==> src/rtl/stream_merge_arbiter.sv <==
// Two-into-one round-robin merge of EOS-terminated streams with start/done control tokens.
// Output is a single register stage; the two input EOS markers collapse into one output EOS.
module stream_merge_arbiter #(
    parameter int unsigned DATA_WIDTH  = 64,
    parameter int unsigned COUNT_WIDTH = 32
) (
    input  logic                   clock,
    input  logic                   reset,
    input  logic                   inCtrl_valid,
    output logic                   inCtrl_ready,
    input  logic                   in0_valid,
    output logic                   in0_ready,
    input  logic [DATA_WIDTH-1:0]  in0_data_field0,
    input  logic                   in0_data_field1,
    input  logic                   in1_valid,
    output logic                   in1_ready,
    input  logic [DATA_WIDTH-1:0]  in1_data_field0,
    input  logic                   in1_data_field1,
    output logic                   out0_valid,
    input  logic                   out0_ready,
    output logic [DATA_WIDTH-1:0]  out0_data_field0,
    output logic                   out0_data_field1,
    output logic                   out0_src,
    output logic                   outCtrl_valid,
    input  logic                   outCtrl_ready,
    output logic [COUNT_WIDTH-1:0] elem_count
);

    localparam logic [1:0] ST_IDLE  = 2'd0;
    localparam logic [1:0] ST_RUN   = 2'd1;
    localparam logic [1:0] ST_FLUSH = 2'd2;
    localparam logic [1:0] ST_CTRL  = 2'd3;

    logic [1:0]             state_q, state_d;
    logic                   done0_q, done0_d;
    logic                   done1_q, done1_d;
    logic                   last_q, last_d;
    logic                   out_valid_q, out_valid_d;
    logic [DATA_WIDTH-1:0]  out_data_q, out_data_d;
    logic                   out_eos_q, out_eos_d;
    logic                   out_src_q, out_src_d;
    logic [COUNT_WIDTH-1:0] count_q, count_d;

    logic                  cand0, cand1, grant_any, grant, load_en, xfer, sel_eos;
    logic [DATA_WIDTH-1:0] sel_data;

    always_comb begin
        cand0     = in0_valid && !done0_q;
        cand1     = in1_valid && !done1_q;
        grant_any = cand0 || cand1;
        // last_q holds the previously granted input; on contention the other one wins.
        grant     = (cand0 && cand1) ? ~last_q : cand1;
        load_en   = !out_valid_q || out0_ready;
        xfer      = (state_q == ST_RUN) && grant_any && load_en;
        sel_eos   = grant ? in1_data_field1 : in0_data_field1;
        sel_data  = grant ? in1_data_field0 : in0_data_field0;
    end

    assign in0_ready        = xfer && !grant;
    assign in1_ready        = xfer && grant;
    assign inCtrl_ready     = (state_q == ST_IDLE);
    assign outCtrl_valid    = (state_q == ST_CTRL) && !out_valid_q;
    assign out0_valid       = out_valid_q;
    assign out0_data_field0 = out_data_q;
    assign out0_data_field1 = out_eos_q;
    assign out0_src         = out_src_q;
    assign elem_count       = count_q;

    always_comb begin
        state_d     = state_q;
        done0_d     = done0_q;
        done1_d     = done1_q;
        last_d      = last_q;
        out_valid_d = out_valid_q;
        out_data_d  = out_data_q;
        out_eos_d   = out_eos_q;
        out_src_d   = out_src_q;
        count_d     = count_q;

        if (out_valid_q && out0_ready) begin
            out_valid_d = 1'b0;
        end

        case (state_q)
            ST_IDLE: begin
                if (inCtrl_valid) begin
                    state_d = ST_RUN;
                    done0_d = 1'b0;
                    done1_d = 1'b0;
                    count_d = '0;
                    last_d  = 1'b1;
                end
            end
            ST_RUN: begin
                if (xfer) begin
                    last_d = grant;
                    if (sel_eos) begin
                        if (grant) begin
                            done1_d = 1'b1;
                        end else begin
                            done0_d = 1'b1;
                        end
                    end else begin
                        out_valid_d = 1'b1;
                        out_data_d  = sel_data;
                        out_eos_d   = 1'b0;
                        out_src_d   = grant;
                        count_d     = count_q + COUNT_WIDTH'(1);
                    end
                end
                if (done0_d && done1_d) begin
                    state_d = ST_FLUSH;
                end
            end
            ST_FLUSH: begin
                if (load_en) begin
                    out_valid_d = 1'b1;
                    out_data_d  = '0;
                    out_eos_d   = 1'b1;
                    out_src_d   = 1'b0;
                    state_d     = ST_CTRL;
                end
            end
            ST_CTRL: begin
                if (outCtrl_valid && outCtrl_ready) begin
                    state_d = ST_IDLE;
                end
            end
            default: state_d = ST_IDLE;
        endcase
    end

    always_ff @(posedge clock) begin
        if (reset) begin
            state_q     <= ST_IDLE;
            done0_q     <= 1'b0;
            done1_q     <= 1'b0;
            last_q      <= 1'b1;
            out_valid_q <= 1'b0;
            out_data_q  <= '0;
            out_eos_q   <= 1'b0;
            out_src_q   <= 1'b0;
            count_q     <= '0;
        end else begin
            state_q     <= state_d;
            done0_q     <= done0_d;
            done1_q     <= done1_d;
            last_q      <= last_d;
            out_valid_q <= out_valid_d;
            out_data_q  <= out_data_d;
            out_eos_q   <= out_eos_d;
            out_src_q   <= out_src_d;
            count_q     <= count_d;
        end
    end

endmodule
==> config.mk <==
export PLATFORM = sky130hd
export DESIGN_NAME = stream_merge_arbiter
export DESIGN_NICKNAME = d
export VERILOG_FILES = /design/src/rtl/stream_merge_arbiter.sv
export SDC_FILE = /design/constraint.sdc
export NUM_CORES = 1
export LEC_CHECK = 0
export CORE_ASPECT_RATIO = 1.1
export CORE_MARGIN = 10
export CORE_UTILIZATION = 30
export CTS_CLUSTER_DIAMETER = 100
export DETAILED_ROUTE_END_ITERATION = 10
export DONT_BUFFER_PORTS = 1
export HOLD_SLACK_MARGIN = 0.05
export PLACE_DENSITY = 0.47
export SETUP_SLACK_MARGIN = 0.4
export SLEW_MARGIN = 10
export SYNTH_ARGS = -nofsm -noshare
export SYNTH_HDL_FRONTEND = slang
export SYNTH_SLANG_ARGS = --single-unit
==> constraint.sdc <==
create_clock -name clock -period 2.6 [get_ports clock]
set_clock_uncertainty 0.1 [all_clocks]
set_input_delay 0.26 -clock clock [delete_from_list [all_inputs] [get_ports clock]]
set_output_delay 0.26 -clock clock [all_outputs]
set_load 0.02 [all_outputs]
# --- Word-level counts from Yosys, hierarchy flattened ---
# Cells that the tools add are included.
classes:
  add_sub_neg: 1
  eq_ne: 9
  n_mux: 43
  bitwise_logic: 1
  reduce_logical: 25
ops:
  columns: ["cell", "count"]
  rows:
  - ["$mux 64", 4]
  - ["$pmux 64 s2", 1]
  - ["$mux 32", 3]
  - ["$pmux 32 s2", 1]
  - ["$add 32x1->32 const B", 1]
  - ["$mux 1", 23]
  - ["$pmux 1 s2", 6]
  - ["$reduce_and 4->1", 3]
  - ["$logic_and 1x1->1", 11]
  - ["$mux 2", 4]
  - ["$ne 2x2->1 const B", 4]
  - ["$pmux 2 s4", 1]
  - ["$eq 2x2->1 const B", 2]
  - ["$logic_not 1->1", 4]
  - ["$ne 2x1->1 const B", 2]
  - ["$reduce_bool 2->1", 2]
  - ["$reduce_and 3->1", 1]
  - ["$eq 2x1->1 const B", 1]
  - ["$logic_not 2->1", 1]
  - ["$logic_or 1x1->1", 2]
  - ["$reduce_and 2->1", 1]
  - ["$not 1->1", 1]
totals:
  regBits: 104
  in_bits: 137
  word_cells: 88

# --- Logic depth before layout (Yosys ltp) ---
logic_depth:
  word_depth: 11
  mapped_depth: 10

# --- Least setup slack after synthesis ---
# OpenSTA, ideal clock, no wires.
synth_path:
  path_kind: "reg2reg"
  from: "reg state_q[0]"
  to: "reg count_q[18] (netlist: elem_count[18])"
  setup_time_ns: 0.121
  arrival_time_ns: 2.072
  t_required_ns: 2.379
  setup_slack_ns: 0.307
  path_stages_with_launch: 9
  path_buffers: 1
  path_cell_list: "dfxtp_1 inv_1 ha_1 mux2i_1 a211oi_2 a31oi_4 buf_6 nor4_1 mux2_2"
synth_via:
  elab_cells_between_ends: 10
  classes_between: "eq/ne (4); mux (1); reduce/logical (5)"
synth_rtl:
  columns: ["item", "line", "source"]
  rows:
  - ["start: declaration", "34", "logic [1:0] state_q, state_d;"]
  - ["start signal: assignment", "145", "state_q <= state_d;"]
  - ["$logic_not 2->1 (*)", null, null]
  - ["net inCtrl_ready", "10", "output logic inCtrl_ready,"]
  - ["$ne 2x2->1 (no line) / $reduce_bool 2->1 (equally long branches)", null, null]
  - ["$reduce_and 4->1 (no line)", null, null]
  - ["end signal: assignment", "153", "count_q <= count_d;"]
  - ["end: declaration", "42", "logic [COUNT_WIDTH-1:0] count_q, count_d;"]
# The timed path passes the listed nets; every way through them passes the cells marked *.
# A chain may end at the register's enable or synchronous reset.

# --- Final worst setup path ---
layout_path:
  from: "reg state_q[0]"
  to: "reg count_q[15] (netlist: elem_count[15])"
layout_via:
  elab_chain_len: 5
  elab_cells_between_ends: 10
  classes_between: "eq/ne (4); mux (1); reduce/logical (5)"
layout_lines:
  columns: ["item", "line", "source"]
  rows:
  - ["$eq 2x1->1", "54, 84", null]
  - ["$logic_and 1x1->1 (2 in series)", "54", "xfer = (state_q == ST_RUN) && grant_any && load_en;"]
  - ["$ne 2x2->1 (no line)", null, null]
  - ["$reduce_and 4->1 (no line)", null, null]
# Several ways; a longest one is shown, not always the timed one.

==> qor.csv <==
stage;metric;value;unit
timing;fmax;464;MHz
critical_path;worst-path cell chain;inv_4 -> ha_4 -> mux2i_2 -> a211oi_2 -> a31oi_4 -> buf_12 -> or4_4 -> a21oi_2;
run_status;status;complete, no violations;
logic_synthesis;main combinational cell family by area after synthesis;compound AO/OA/AOI/OAI gates;
logic_synthesis;predominant post-synthesis flop cell;dfxtp_1;
floorplan;Die ar.;22800;sq um
clocking;Clock Latency Late Sink;350;ps
critical_path;Crit Path Max Fanout;8;
grt;first-pass GRT wire length;25300;um
placed_design;Buffers on Ports;0;
timing;worst-margin pin slew;528;ps
power_and_ir_drop;peak supply drop;0.577;mV
critical_path;Worst Path Arrival;2340;ps
logic_synthesis;Post-synth EDFFs;0;
logic_synthesis;ys async rst share;0;
logic_synthesis;Post-Synth XOR/XNOR Area;0;
logic_synthesis;simple logic cell fraction of the synthesized area;0.195;
floorplan;die width;145;um
layout;diodes inserted;0;
clocking;total CTS buffers;9;
placed_design;HPWL Detailed;12500;um
timing;endpoints failing setup;0;
power_and_ir_drop;Pleak;2.45;nW
logic_synthesis;Syn Area/Cell;8.93;sq um
logic_synthesis;Netlist cell types;49;
grt;total global-route track usage;0.139;
floorplan;I/O pin count;240;
drt;Residual DRC;0;
placed_design;Final GP Congestion;0.890;
critical_path;Worst Path Required;2780;ps
logic_synthesis;post-synthesis mux area share;0.131;
drt;drt wl/cell;21.1;um
hold_path;Worst Hold Class;in -> reg;
clocking;TritonCTS clock tree;done;
grt;number of global-route vias before repair;4544;
clocking;Clock Root Buffer;clkbuf_16;
logic_synthesis;Mapped Area;5140;sq um
floorplan;Core Area;16900;sq um
layout;Total Nets Final;736;
drt;final WL;17000;um
drt;drt initial violations;240;
critical_path;CP top delay family;compound AO/OA/AOI/OAI gates;
timing;crit path time final;2160;ps
clocking;Clock Path Buffers;2;
logic_synthesis;area share of fa/ha/maj cells after synthesis;0.0122;
timing;Final Hold Fails;0;
logic_synthesis;Synthesized Nets;717;
timing;period utilization;0.829;
clocking;H-tree depth;3;
critical_path;slowest stage delay, CP;510;ps
critical_path;critical path class;reg -> reg;
drt;final antenna-violating net count;0;
critical_path;crit path capture type;register;
layout;end-of-flow core utilization;0.366;
timing;Worst slew margin;0.647;
logic_synthesis;Synth Area in Compound Gates;0.214;
power_and_ir_drop;P per Cell Area;904;nW/um^2
logic_synthesis;sequential share of the synthesized area;0.405;
clocking;clock-pin slew on the worst setup and hold paths;80;ps
timing;WHS;76.3;ps
drt;via-per-instance ratio;5.60;
grt;initial antenna violation count;0;
logic_synthesis;#FFs+latches synth;104;
layout;layout cells sized above 1;0.189;
run;maxcap violations;0;
drt;total number of vias;4517;
floorplan;Rows;50;
timing;setup TNS;0;ps
layout;Area Overhead vs Synth;20.4;%
timing;unrepaired setup endpoints after global routing;yes;
grt;largest net degree at the start of global routing;71;
logic_synthesis;Synth Instances;575;
logic_synthesis;warnings from Yosys;0;
critical_path;Setup crit start kind;register;
timing;Pins Over Slew Limit;0;
timing;slack of the critical path;444;ps
clocking;CTS sink cnt;104;
placed_design;DP Worst Slack;205;ps
floorplan;Starting Density;0.304;
grt;GR Overflow Total;0;
drt;First-pass DRT Iterations;4;
critical_path;CP bufs+invs;2;
critical_path;Slowest-stage cell, CP;or4_4;
floorplan;Die Y;157;um
-- layout make-up --
cell class	count	area (sq um)
repair buffers	46	458
flip-flops and latches	104	2100
fillers	1744	10700
inverters	13	51.3
multi-input cells	420	3030
well taps	208	260
clock inverters	7	60.1
clock buffers	9	225
-- path summary, 6_finish.rpt --
check                            from              endpoint  slack, ps  cells after the start
setup / recovery           state_q[0]        elem_count[15]        440                      8
hold / removal    in1_data_field0[58]  out0_data_field0[58]         80                      3
setup reg to reg           state_q[0]        elem_count[15]        440                      8
hold reg to reg                last_q                last_q        420                      2
-- layout by cell type, fill, tap and decap left out, types with 3 or more instances in the layout --
cell type and count:
ha_4 3, buf_4 33, nor2b_1 6, nand3b_1 3, and2_1 4, o31ai_1 15
inv_6 4, buf_12 3, nor3_1 5, dfxtp_2 12, a21oi_1 24, clkbuf_16 9
dfxtp_1 91, or3_1 13, or4_1 13, a2bb2oi_1 64, mux2i_1 65, nand4_1 12
o21ai_0 17, nor2_1 79, nand3_1 10, nand2b_1 3, inv_1 11, buf_6 8
a21oi_2 8, or4_4 3, nand2_1 26
-- flip-flops by register name, summed over array words and instances (netlist names) --
register	cells
out0_valid	1
out0_src	1
done1_q	1
done0_q	1
out0_data_field1	1
out0_data_field0	64
last_q	1
state_q	2
elem_count	32
-- tightest hold or removal path, stage by stage --
cell	delay (ps)
mux2i_1	40
a2bb2oi_1	120
nor2_1	70
-- kinds of logic after synthesis --
logic type | Yosys count
simple gates | 199
compound gates | 148
flops | 104
mux | 67
buf+inv | 52
fa+ha+maj | 5
-- cells in the mapped netlist (3+ instances only) --
cell | count | area [sq um]
or3_1 | 14 | 87.6
nand3_1 | 12 | 60.1
nor2_1 | 81 | 304
nor4_1 | 3 | 18.8
inv_1 | 13 | 48.8
buf_1 | 10 | 37.5
clkbuf_1 | 16 | 60.1
o31ai_1 | 15 | 113
nor2b_1 | 6 | 37.5
nor3_1 | 5 | 25.0
mux2i_1 | 66 | 661
buf_2 | 12 | 60.1
nand2_1 | 28 | 105
and2_1 | 5 | 31.3
nand3b_1 | 3 | 22.5
nand4_1 | 12 | 75.1
a21oi_1 | 32 | 160
a2bb2oi_1 | 64 | 561
dfxtp_1 | 104 | 2080
nand2b_1 | 4 | 25.0
o21ai_0 | 18 | 90.1
or4_1 | 16 | 120
ha_1 | 5 | 62.6
-- where the power goes --
group | internal, mW | switching (mW)
sequential | 1.78 | 0.351
clock | 0.668 | 0.661
combinational | 1.02 | 1.11
total | 3.47 | 2.12
-- through the flow --
step	std cells	power (mW)	instance area [sq um]
floorplan	575	3.34	5140
global placement	768	3.76	5470
detailed placement	768	3.79	5470
CTS	799	5.48	5950
global route	807	5.88	6190
finish	807	5.59	6190
-- layer usage --
| metal | wire length (um) | vias up | track usage |
|---|---|---|---|
| met5 | 0 | - | 0 |
| met3 | 1860 | 14 | 0.0654 |
| met1 | 6390 | 2141 | 0.152 |
| li1 | - | 2175 | - |
| met2 | 8550 | 187 | 0.236 |
| met4 | 231 | 0 | 0.0390 |
-- timing repair --
action                     in CTS  in global routing
hold endpoints to repair       70                  0
cloned                          1                  1
pin swaps                      18                 29
setup endpoints to repair      86                 97
setup buffers                  13                  7
gates resized for setup        18                 46
hold buffers                    1                  0
Power figures use the tool's default switching activity.
